--- src/rtl/alu_arbiter_pkg.sv ---
// Shared definitions for the two-requester ALU arbiter and its bench:
// FSM state encodings and the opcode/function codes the ALU understands.
package alu_arbiter_pkg;

    typedef enum logic [1:0] {
        ST_IDLE = 2'd0,
        ST_EXEC = 2'd1,
        ST_RESP = 2'd2
    } arb_state_t;

    localparam logic [5:0] OP_RTYPE = 6'h00;
    localparam logic [5:0] OP_LW    = 6'h23;
    localparam logic [5:0] OP_BEQ   = 6'h04;

    localparam logic [5:0] FN_ADD   = 6'h20;
    localparam logic [5:0] FN_AND   = 6'h24;
    localparam logic [5:0] FN_SLT   = 6'h2A;

endpackage

--- src/rtl/Alu_Top.sv ---
// Combinational ALU: R-type add/and/slt, lw address add, beq subtract.
// zero flags an all-zero result; unknown codes produce 0.
module Alu_Top
    import alu_arbiter_pkg::*;
#(
    parameter int DW = 32
) (
    input  logic [5:0]    opcode,
    input  logic [5:0]    func_field,
    input  logic [DW-1:0] A,
    input  logic [DW-1:0] B,
    output logic [DW-1:0] result,
    output logic          zero
);

    // Decode opcode/function and compute the result plus zero flag.
    always_comb begin
        result = '0;
        case (opcode)
            OP_RTYPE: begin
                case (func_field)
                    FN_ADD:  result = A + B;
                    FN_AND:  result = A & B;
                    FN_SLT:  result = {{(DW-1){1'b0}}, ($signed(A) < $signed(B))};
                    default: result = '0;
                endcase
            end
            OP_LW:   result = A + B;
            OP_BEQ:  result = A - B;
            default: result = '0;
        endcase
        zero = (result == '0);
    end

endmodule

--- src/rtl/rr_arb2.sv ---
// Two-way round-robin arbiter. With both requests present the side that did
// not win last time is chosen; a lone request always wins. en gates the
// one-hot grant but gnt_idx is always the would-be winner.
module rr_arb2 (
    input  logic [1:0] req,
    input  logic       last,
    input  logic       en,
    output logic [1:0] gnt,
    output logic       gnt_idx
);

    // Pick the winner and form the gated one-hot grant.
    always_comb begin
        gnt_idx = 1'b0;
        if (req == 2'b11) begin
            gnt_idx = ~last;
        end else if (req[1]) begin
            gnt_idx = 1'b1;
        end
        gnt = 2'b00;
        if (en && (req != 2'b00)) begin
            gnt = gnt_idx ? 2'b10 : 2'b01;
        end
    end

endmodule

--- src/rtl/alu_arbiter.sv ---
// Shares one combinational ALU between two valid/ready requesters with
// round-robin arbitration. One operation in flight at a time.
// Optional macro ALU_ARB_STATS_EN enables saturating per-requester grant
// counters; without it grant_cnt0/1 read as zero.
//
// state   | meaning
// IDLE    | waiting for a request; winner sees req_ready and is registered
// EXEC    | ALU driven from registered operands; result captured at cycle end
// RESP    | rsp_valid to the granted requester until its rsp_ready
module alu_arbiter
    import alu_arbiter_pkg::*;
#(
    parameter int DW    = 32,
    parameter int CNT_W = 16
) (
    input  logic             clk,
    input  logic             rst,
    input  logic [1:0]       req_valid,
    output logic [1:0]       req_ready,
    input  logic [5:0]       req0_opcode,
    input  logic [5:0]       req0_func,
    input  logic [DW-1:0]    req0_a,
    input  logic [DW-1:0]    req0_b,
    input  logic [5:0]       req1_opcode,
    input  logic [5:0]       req1_func,
    input  logic [DW-1:0]    req1_a,
    input  logic [DW-1:0]    req1_b,
    output logic [1:0]       rsp_valid,
    input  logic [1:0]       rsp_ready,
    output logic [DW-1:0]    rsp_result,
    output logic             rsp_zero,
    output logic             busy,
    output logic [CNT_W-1:0] grant_cnt0,
    output logic [CNT_W-1:0] grant_cnt1
);

    arb_state_t    state_q;
    arb_state_t    state_d;
    logic          gnt_q;
    logic          last_q;
    logic [5:0]    opcode_q;
    logic [5:0]    func_q;
    logic [DW-1:0] a_q;
    logic [DW-1:0] b_q;
    logic [DW-1:0] alu_result;
    logic          alu_zero;
    logic [1:0]    arb_gnt;
    logic          arb_idx;
    logic          arb_en;
    logic          accept;

    // Ready must stay low while reset is asserted even though state reads IDLE.
    assign arb_en    = (state_q == ST_IDLE) && !rst;
    assign req_ready = arb_gnt;
    assign accept    = |arb_gnt;
    assign busy      = (state_q != ST_IDLE);

    rr_arb2 u_arb (
        .req     (req_valid),
        .last    (last_q),
        .en      (arb_en),
        .gnt     (arb_gnt),
        .gnt_idx (arb_idx)
    );

    Alu_Top #(.DW(DW)) u_alu (
        .opcode     (opcode_q),
        .func_field (func_q),
        .A          (a_q),
        .B          (b_q),
        .result     (alu_result),
        .zero       (alu_zero)
    );

    // State register.
    always_ff @(posedge clk or posedge rst) begin
        if (rst) begin
            state_q <= ST_IDLE;
        end else begin
            state_q <= state_d;
        end
    end

    // Next-state and response-valid decode.
    always_comb begin
        state_d   = state_q;
        rsp_valid = 2'b00;
        case (state_q)
            ST_IDLE: begin
                if (accept) begin
                    state_d = ST_EXEC;
                end
            end
            ST_EXEC: state_d = ST_RESP;
            ST_RESP: begin
                rsp_valid = gnt_q ? 2'b10 : 2'b01;
                if (rsp_ready[gnt_q]) begin
                    state_d = ST_IDLE;
                end
            end
            default: state_d = ST_IDLE;
        endcase
    end

    // Capture the winner's payload on accept and the ALU output at end of EXEC.
    always_ff @(posedge clk or posedge rst) begin
        if (rst) begin
            gnt_q      <= 1'b0;
            last_q     <= 1'b1;
            opcode_q   <= '0;
            func_q     <= '0;
            a_q        <= '0;
            b_q        <= '0;
            rsp_result <= '0;
            rsp_zero   <= 1'b0;
        end else begin
            if (accept) begin
                gnt_q    <= arb_idx;
                last_q   <= arb_idx;
                opcode_q <= arb_idx ? req1_opcode : req0_opcode;
                func_q   <= arb_idx ? req1_func   : req0_func;
                a_q      <= arb_idx ? req1_a      : req0_a;
                b_q      <= arb_idx ? req1_b      : req0_b;
            end
            if (state_q == ST_EXEC) begin
                rsp_result <= alu_result;
                rsp_zero   <= alu_zero;
            end
        end
    end

`ifdef ALU_ARB_STATS_EN
    logic [CNT_W-1:0] cnt0_q;
    logic [CNT_W-1:0] cnt1_q;

    // Saturating grant counters, one per requester.
    always_ff @(posedge clk or posedge rst) begin
        if (rst) begin
            cnt0_q <= '0;
            cnt1_q <= '0;
        end else if (accept) begin
            if (!arb_idx && (cnt0_q != '1)) begin
                cnt0_q <= cnt0_q + CNT_W'(1);
            end
            if (arb_idx && (cnt1_q != '1)) begin
                cnt1_q <= cnt1_q + CNT_W'(1);
            end
        end
    end

    assign grant_cnt0 = cnt0_q;
    assign grant_cnt1 = cnt1_q;
`else
    assign grant_cnt0 = '0;
    assign grant_cnt1 = '0;
`endif

endmodule
--- config.mk ---
export PLATFORM = sky130hd
export DESIGN_NAME = alu_arbiter
export DESIGN_NICKNAME = d
export VERILOG_FILES = /design/src/rtl/alu_arbiter_pkg.sv /design/src/rtl/Alu_Top.sv /design/src/rtl/rr_arb2.sv /design/src/rtl/alu_arbiter.sv
export SDC_FILE = /design/constraint.sdc
export NUM_CORES = 1
export LEC_CHECK = 0
export CAP_MARGIN = 0
export CORE_MARGIN = 2
export CORE_UTILIZATION = 45
export CTS_CLUSTER_DIAMETER = 60
export DETAILED_ROUTE_END_ITERATION = 16
export PLACE_DENSITY = 0.74
export SYNTH_ARGS = -nofsm -noshare
export SYNTH_HDL_FRONTEND = slang
export SYNTH_SLANG_ARGS = --single-unit
export TNS_END_PERCENT = 30
--- constraint.sdc ---
create_clock -name clk -period 9.15 [get_ports clk]
set_clock_uncertainty 0.05 [all_clocks]
set_input_delay 0.915 -clock clk [delete_from_list [all_inputs] [get_ports clk]]
set_output_delay 0.915 -clock clk [all_outputs]
set_load 0.005 [all_outputs]
# Word-level counts from Yosys, hierarchy flattened

Index checks and enable logic that the tools add are counted.

Register bits: 113
Memories kept: 0
Bits of input ports: 158
Output and inout bits: 70
Memory bits (read-only): 0
Memory bits (writable): 0
Word-level logic and storage cells: 52
Latch bits: 0

Reduce and logical (&&, ||, !) cells: 10
Magnitude comparators: 2
Mux-type cells: 17
Equality and inequality tests: 10
Bitwise operators: 2
Add/subtract/negate cells: 2
$mul: 0
Div/mod/pow operators: 0
Shift operators: 0

Operators by type and width:

| kind                 | count |
|---|---|
| $pmux W32 S3         | 2 |
| $mux W32             | 2 |
| $add A32 B32 Y32     | 1 |
| $and A32 B32 Y32     | 1 |
| $logic_not A32 Y1    | 1 |
| $lt A32 B32 Y1       | 1 |
| $sub A32 B32 Y32     | 1 |
| $eq A6 B6 Y1 const B | 4 |
| $mux W2              | 6 |
| $mux W6              | 2 |
| $eq A6 B3 Y1 const B | 1 |
| $logic_not A6 Y1     | 1 |
| $pmux W2 S3          | 1 |
| $eq A2 B2 Y1 const B | 2 |
| $mux W1              | 4 |
| $ne A2 B2 Y1 const B | 2 |
| $reduce_bool A2 Y1   | 2 |
| $eq A2 B1 Y1 const B | 1 |
| $logic_and A1 B1 Y1  | 2 |
| $logic_not A2 Y1     | 1 |
| $lt A1 B2 Y1 const B | 1 |
| $reduce_and A2 Y1    | 1 |
| $reduce_or A2 Y1     | 1 |
| $logic_not A1 Y1     | 1 |
| $not A1 Y1           | 1 |

# Longest topological paths before layout

Gate-level depths: netlist (run 1).

Depth after elaboration: 7
Mapped depth: 15
Gate-level depth less buffers: 15

# Hierarchy

A second synthesis (run 1) with hierarchy kept.

Cells, all modules: 1210
Area, all modules: 10364.9 um2

By module, submodules not included:

| module      | area an instance (um2) | times used | sequential area each (um2) | cells an instance |
|---|---|---|---|---|
| alu_arbiter | 5386.4                 | 1          | 2829.0                     | 459 |
| Alu_Top     | 4948.5                 | 1          | 0.0                        | 746 |
| rr_arb2     | 30.0                   | 1          | 0.0                        | 5 |

# Least setup slack after synthesis (run 1)

OpenSTA, ideal clock, no wires.

Path kind: reg-to-reg
From: register a_q[0]
To: register rsp_zero
Arrival time: 3.137 ns
Slack: 5.868 ns
Period minus slack after synthesis: 3.282 ns
Stages on the path, launching flop included: 14
Data required time: 9.005 ns
Path buffers: 0
Setup time: 0.095 ns
Cell sequence: dfrtp_1 -> ha_1 -> fa_1 -> nor2b_1 -> o211ai_1 -> a21oi_1 -> o21ai_0 -> nand3_1 -> a311oi_1 -> xnor2_1 -> nor2_1 -> a2111oi_0 -> nand4_1 -> o31ai_1

Cells in the longest elaborated chain, start to end: 4
Elaborated cells between the ends (all ways): 7
Those cells by class: add/sub (2); order compare (1); mux (2); bitwise (1); reduce/logical (1)

Ends and longest elaborated chain:

| what                                     | RTL line                     | source |
|---|---|---|
| start: declaration                       | alu_arbiter.sv:43            | `logic [DW-1:0] a_q;` |
| start signal: assignment                 | alu_arbiter.sv:122           | `a_q <= arb_idx ? req1_a : req0_a;` |
| $add A32 B32 Y32 (tied with other cells) | Alu_Top.sv:22, Alu_Top.sv:28 |  |
| $pmux W32 S3                             | Alu_Top.sv:21                | `case (func_field)` |
| $pmux W32 S3 (*)                         | Alu_Top.sv:19                | `case (opcode)` |
| $logic_not A32 Y1 (*)                    | Alu_Top.sv:32                | `zero = (result == '0);` |
| end signal: assignment                   | alu_arbiter.sv:127           | `rsp_zero <= alu_zero;` |
| end: declaration                         | alu_arbiter.sv:31            | `output logic rsp_zero,` |

Mark *: on every way between the ends. The rest lies on a longest branch, timed or not.
A chain may end at the register's enable or synchronous reset.

# Worst setup path in the final report (run 1)

From: input req_valid[1]
To: output req_ready[1]

Cells in the longest elaborated chain, start to end: 4
Elaborated cells between the ends (all ways): 7
Those cells by class: eq/ne (1); mux (4); reduce/logical (2)

Ends and longest elaborated chain:

| what                                    | RTL line                     | source |
|---|---|---|
| start: declaration                      | alu_arbiter.sv:18            | `input logic [1:0] req_valid,` |
| $eq A2 B2 Y1 or $mux W1 (tied branches) | rr_arb2.sv:15, rr_arb2.sv:17 |  |
| $mux W1                                 | rr_arb2.sv:15                | `if (req == 2'b11) begin` |
| $mux W2                                 | rr_arb2.sv:22                | `gnt = gnt_idx ? 2'b10 : 2'b01;` |
| $mux W2 (*)                             | rr_arb2.sv:21                | `if (en && (req != 2'b00)) begin` |
| end: declaration                        | alu_arbiter.sv:19            | `output logic [1:0] req_ready,` |

Marked as above.

==> out/qor.csv, run 1 <==
stage;metric;value;unit
setup_path;Worst path max stage delay;0.64;ns
logic_synthesis;Syn Area/Cell;8.006;um2
final_layout;share of post-route cells with drive strength above 1;0.05685;
floorplanning;total die area;22640;um2
clock_network;cell chosen for the clock root;clkbuf_16;
setup_path;FF-to-FF setup slack;5.21;ns
detailed_routing;vias per cell;5.693;
logic_synthesis;Synth Area in Simple Gates;0.1817;
clock_network;hold_buf cts;0;
detailed_routing;max layer used;met4;
grt;initial antenna violation count;1;
clock_network;H-tree depth;4;
logic_synthesis;Synth Warn #;0;
detailed_routing;drt wl/cell;17.27;um
setup_path;crit path buf inv count;4;
logic_synthesis;Async S/R FF share, synth;1.000;
sta;Tmin final;4.491;ns
sta;final period utilization;0.4908;
run;Max Cap Violations;0;
detailed_routing;DRT iter0 DRCs;832;
floorplanning;Die Span Y;150.5;um
floorplanning;Starting Density;0.4593;
setup_path;CP max stage cell;buf_4;
place;number of instances in the placed design;1615;
logic_synthesis;mux share of post-synthesis cell area;0.08514;
clock_network;TritonCTS clock tree;done;
detailed_routing;met3 wire len;2.842;mm
power_and_ir_drop;P_leak;5.394;nW
sta;WHS;0.4241;ns
sta;RSZ-0062 raised after global routing;false;
sta;Slew HR;0.3984;
final_layout;most common cell after layout, fill and taps aside;clkdlybuf4s50_1;
grt;GRT overflow;0;
final_layout;synthesis-to-layout area growth;26.71;%
setup_path;startpoint types;input port;
logic_synthesis;Synth Register Bits;113;
setup_path;worst-path maximum fanout;41;
place;HPWL after DPL;21.78;mm
clock_network;post-CTS sizing;0;
sta;endpoints failing hold;0;
detailed_routing;Vias;9376;
clock_network;post-CTS setup buffer count;0;
place;gpl congestion;0.9682;
floorplanning;# rows;53;
clock_network;Clock Latency Late Sink;0.43;ns
detailed_routing;M1 WL;13.28;mm
power_and_ir_drop;worst vdd ir;0.2085;mV
final_layout;final core occ;0.5820;
sta;Setup TNS;0;ns
worst_hold_path;worst min path class;reg2reg;
detailed_routing;Routed Antenna Nets;0;
clock_network;clock-pin slew on the worst setup and hold paths;0.06;ns
final_layout;Final Non-Filler Cells;1647;
logic_synthesis;main combinational cell family by area after synthesis;compound AO/OA/AOI/OAI gates;
floorplanning;core region area;21020;um2
setup_path;Worst Path Required;8.19;ns
logic_synthesis;part of the Yosys area used for sequential elements;0.2930;
logic_synthesis;Syn Inst Count;1206;
logic_synthesis;ys flop type;dfrtp_1;
floorplanning;Die W;150.5;um
clock_network;CTS buffer count;17;
detailed_routing;residual DRC count;0;
setup_path;CP Cell Sequence;clkdlybuf4s50_1 -> a21boi_4 -> buf_4 -> buf_4 -> and2_1 -> clkdlybuf4s50_1;
final_layout;Final #Nets;1583;
sta;Least-Margin Pin Slew;0.9024;ns
setup_path;Critical Path AT;3.53;ns
setup_path;delay-heaviest family, CP;buffers and inverters;
sta;Fmax;222.7;MHz
sta;Setup Viol. Count Final;0;
detailed_routing;met2 wire len;11.91;mm
logic_synthesis;Synth cell types;85;
grt;number of global-route vias before repair;8850;
place;PortBufs;195;
sta;max-slew violation count;0;
final_layout;ant diodes;0;
sta;worst setup margin;4.659;ns
logic_synthesis;post-synthesis xor/xnor area fraction;0.01542;
grt;largest net degree at the start of global routing;84;
clock_network;clock sink total;113;
floorplanning;I/O pin count;228;
grt;Total GRT Usage;0.2576;
place;Place WS;4.621;ns
logic_synthesis;adder-cell share of the synthesized area;0.08708;
final_layout;Fill cells;1903;
power_and_ir_drop;cell area power density;387.9;nW/um2
detailed_routing;final wirelength;28.45;mm
logic_synthesis;Post-synth EDFFs;0;
logic_synthesis;post-synthesis compound-gate area fraction;0.2552;
grt;first-pass GRT wire length;46.02;mm
final_layout;most frequent cells in the layout;clkdlybuf4s50_1 (195), nand2_1 (175), o21ai_0 (135), dfrtp_1 (112);
detailed_routing;router iterations before antenna repair;5;
clock_network;Longest Clk Path Bufs;2;
logic_synthesis;Syn Std Cell Area;9656;um2
setup_path;CP Capture Type;primary output;
status;outcome;finished, final reports clean;
setup_path;critical path type;in2out;
-- cell type report --
| cell class | instances | area [um2] | share of cell area |
|---|---|---|---|
| sequential | 113 | 2829 | 0.2312 |
| multi-input combinational | 953 | 6172 | 0.5045 |
| inverter | 68 | 257.7 | 0.02107 |
| clock inverter | 15 | 171.4 | 0.01401 |
| tap | 275 | 344.1 | 0.02812 |
| timing repair buffer | 206 | 2034 | 0.1663 |
| clock buffer | 17 | 425.4 | 0.03477 |
-- where the power goes --
group	switching, mW	internal [mW]	leakage [nW]
clock network	0.277	0.409	0.292
registers	0.198	0.726	1.42
logic	1.92	1.22	3.68
total	2.39	2.35	5.39
-- logic make-up (layout without fill, tap and decap cells) --
family,count (synthesis),after routing
AO/OA/AOI/OAI,374,374
XOR/XNOR,17,17
adder cells (fa/ha/maj),66,66
buffers and inverters,171,306
flip-flops,113,113
multiplexers,82,82
other,1,32
AND/OR/NAND/NOR,382,382
-- routing by layer --
layer  GRT usage  up-vias
li1            -     4562
met1      0.3805     4320
met2      0.3670      461
met3     0.07424       33
met4     0.06604        0
met5           0        -
-- tightest hold or removal path, delay by kind of cell, from the launching register on --
family          cells  cell delay (ns)
simple gates        1             0.04
compound gates      1             0.06
flops               1             0.34
-- stage by stage --
stage / total power [mW] / area (um2)
final: 4.746 / 12230
after global routing: 5.147 / 12230
after CTS: 4.683 / 12230
after detailed placement: 3.979 / 11640
after global placement: 3.927 / 11640
after floorplan: 3.142 / 9772
-- path summary, 6_finish.rpt --
check | start | endpoint | cells past startpoint
worst max-delay path | req_valid[1] | req_ready[1] | 6
worst min-delay path | func_q[5] | func_q[5] | 2
worst max register to register | a_q[0] | rsp_zero | 13
worst min register to register | func_q[5] | func_q[5] | 2
max in group asynchronous | rst | rsp_result[1] | 3
min in group asynchronous | rst | state_q[0] | 2
-- cells in the mapped netlist, drive strengths merged, types with 14 or more instances --
cell | instances | area, um2
nor3 | 27 | 145.1
nand3 | 18 | 90.09
o21ai | 143 | 715.7
a21oi | 71 | 374.1
mux2i | 81 | 810.8
ha | 64 | 800.8
inv | 68 | 255.2
a211oi | 15 | 127.6
nor2 | 81 | 304.0
a21o | 16 | 120.1
clkbuf | 47 | 176.4
dfrtp | 112 | 2803
nand2 | 175 | 656.9
buf | 56 | 361.6
xnor2 | 14 | 122.6
-- sequential cells by signal, summed over array words and instances, names as in the netlist --
name        cells
rsp_result     32
state_q         2
opcode_q        6
func_q          6
gnt_q           1
last_q          1
b_q            32
a_q            32
rsp_zero        1
Note: power is estimated with default switching activity, not from simulation.
==> run 2: changes to the inputs <==
Clock period 9.15 ns to 4.5 ns, I/O delays scaled along.
==> run 2 against run 1 <==
  * Clock power rose by 110%
  * Global-route usage rose by 0.30 points
  * Non-clock buffer count rose by 6
  * Count of clock-buffer cells in the layout did not move
  * Sequential power rose by 100%
  * Register-to-register slack got worse by 4.5 ns
  * Die area did not move
  * Cell area rose by 0.55%
==> out/qor.csv, run 2 (synthesis gave the netlist of run 1 again) <==
stage;metric;value;unit
final_layout;Final #Nets;1589;
clock_network;post-CTS sizing;0;
place;PortBufs;195;
power_and_ir_drop;clock share of power;0.148;
setup_path;critical path type;reg2reg;
place;HPWL after DPL;22.86;mm
final_layout;multi-input combinational cell area;6172;um2
clock_network;clock sink total;113;
setup_path;CP max stage cell;fa_1;
power_and_ir_drop;switching pwr;4.890;mW
setup_path;CP Depth;13;
floorplanning;core region area;21020;um2
final_layout;Fill cells;1986;
clock_network;H-tree depth;4;
detailed_routing;final wirelength;28.98;mm
detailed_routing;residual DRC count;0;
floorplanning;Starting Density;0.4593;
detailed_routing;drt wl/cell;17.53;um
setup_path;worst-path maximum fanout;4;
place;number of instances in the placed design;1621;
setup_path;FF-to-FF Start;a_q[0];
sta;Slew HR;0.2939;
sta;Tmin final;3.818;ns
clock_network;CTS buffer count;17;
power_and_ir_drop;sequential power share;0.190;
power_and_ir_drop;worst vdd ir;0.3196;mV
final_layout;most frequent cells in the layout;clkdlybuf4s50_1 (195), nand2_1 (175), o21ai_0 (135), dfrtp_1 (112);
final_layout;most common cell after layout, fill and taps aside;clkdlybuf4s50_1;
setup_path;Worst Path Required;4.79;ns
final_layout;Seq. cell area;2829;um2
power_and_ir_drop;switching part of the total;0.5019;
power_and_ir_drop;internal power;4.853;mW
detailed_routing;router iterations before antenna repair;8;
grt;initial antenna violation count;0;
sta;RSZ-0062 raised after global routing;false;
clock_network;Longest Clk Path Bufs;2;
power_and_ir_drop;P_leak;5.436;nW
run;Max Cap Violations;0;
clock_network;Clock Latency Late Sink;0.44;ns
final_layout;fin area;12300;um2
setup_path;crit path buf inv count;0;
sta;final period utilization;0.8485;
detailed_routing;Routed Antenna Nets;0;
final_layout;synthesis-to-layout area growth;27.41;%
grt;GRT overflow;0;
status;outcome;finished, final reports clean;
clock_network;post-CTS setup buffer count;0;
final_layout;share of post-route cells with drive strength above 1;0.06096;
floorplanning;total die area;22640;um2
floorplanning;I/O pin count;228;
detailed_routing;Vias;9506;
setup_path;CP Cell Sequence;ha_1 -> fa_1 -> nor2b_1 -> o211ai_1 -> nand2_1 -> a221o_1 -> a22oi_1 -> nand2_1 -> nor4_1 -> nand4_1 -> nor4_2 -> nand4_1 -> o31ai_1;
grt;number of global-route vias before repair;8768;
place;Placed Area;11680;um2
setup_path;Critical Path AT;4.11;ns
setup_path;R2R depth;13;
grt;largest net degree at the start of global routing;82;
clock_network;cell chosen for the clock root;clkbuf_16;
setup_path;Reg2Reg Capture Point;rsp_zero;
floorplanning;# rows;53;
sta;Fmax;261.9;MHz
sta;Setup Viol. Count Final;0;
worst_hold_path;worst min path class;in2async;
sta;max-slew violation count;0;
detailed_routing;vias per cell;5.751;
setup_path;FF-to-FF setup slack;0.68;ns
detailed_routing;DRT iter0 DRCs;836;
final_layout;ant diodes;0;
floorplanning;Die Span Y;150.5;um
sta;Setup TNS;0;ns
setup_path;delay-heaviest family, CP;compound AO/OA/AOI/OAI gates;
clock_network;clock-pin slew on the worst setup and hold paths;0.06;ns
grt;Total GRT Usage;0.2607;
final_layout;Final Non-Filler Cells;1653;
sta;Least-Margin Pin Slew;1.044;ns
setup_path;startpoint types;flop;
setup_path;Worst path max stage delay;0.41;ns
power_and_ir_drop;cell area power density;792.0;nW/um2
final_layout;Largest regs;a_q: 32 flops, b_q: 32 flops, rsp_result: 32 flops;
power_and_ir_drop;combinational share of power;0.661;
floorplanning;Die W;150.5;um
clock_network;hold_buf cts;0;
place;gpl congestion;1.017;
sta;endpoints failing hold;0;
setup_path;CP Capture Type;flop;
grt;first-pass GRT wire length;46.36;mm
clock_network;TritonCTS clock tree;done;
==> run 2: changes by cell type in the layout (fill, tap and decap cells not counted) <==
cell	change
buf_4	+6
clkinvlp_4	-1
bufinv_16	+1
==> run 2: power groups by stage <==
stage                     Combinational (mW)  Sequential [mW]  Clock [mW]
final                                   6.44             1.86        1.45
after global routing                    7.08             1.93        1.50
after CTS                               6.29             1.87        1.46
after detailed placement                6.25             1.88           0
after global placement                  6.25             1.84           0
after floorplan                         4.61             1.78           0
==> run 2: area by class of cell <==
| cell class | instances | area share |
|---|---|---|
| multi-input combinational | 953 | 0.5017 |
| sequential | 113 | 0.2300 |
| timing repair buffer | 212 | 0.1690 |
| clock buffer | 17 | 0.03458 |
| tap | 275 | 0.02797 |
| inverter | 68 | 0.02095 |
| clock inverter | 15 | 0.01576 |
==> run 2: worst register-to-register path: stages, from the launching register on <==
cell,delay (ns)
dfrtp_1,0.39
ha_1,0.25
fa_1,0.41
nor2b_1,0.16
o211ai_1,0.41
nand2_1,0.14
a221o_1,0.37
a22oi_1,0.27
nand2_1,0.09
nor4_1,0.35
nand4_1,0.15
nor4_2,0.26
nand4_1,0.15
o31ai_1,0.26
==> run 2: worst max path at each step <==
stage | start | slack [ns] | end
3_3_place_gp | a_q[0] | 0.76 | rsp_zero
3_5_place_dp | a_q[0] | 0.70 | rsp_zero
2_1_floorplan | rst | 1.01 | a_q[0]
6_report | a_q[0] | 0.68 | rsp_zero
4_1_cts | a_q[0] | 0.68 | rsp_zero
5_1_grt | a_q[0] | 0.35 | rsp_zero
==> run 2: per-stage QoR <==
step | setup slack [ns] | hold slack [ns] | power (mW) | util
final | 0.6815 | 0.3845 | 9.743 | 0.5852
after global routing | 0.3478 | 0.4310 | 10.51 | 0.5852
after detailed placement | 0.6982 | 0.4150 | 8.136 | 0.5557
after global placement | 0.7603 | 0.4079 | 8.093 | 0.5557
after floorplan | 1.014 | 0.3920 | 6.389 | -
after CTS | 0.6765 | 0.3990 | 9.615 | 0.5852
==> run 2: per-layer routing <==
metal	global-route usage	vias up	routed length, um
met3	0.04879	44	2516
met4	0.05896	0	445
met2	0.3857	464	12320
met5	0	-	0
li1	-	4575	-
met1	0.3929	4423	13690
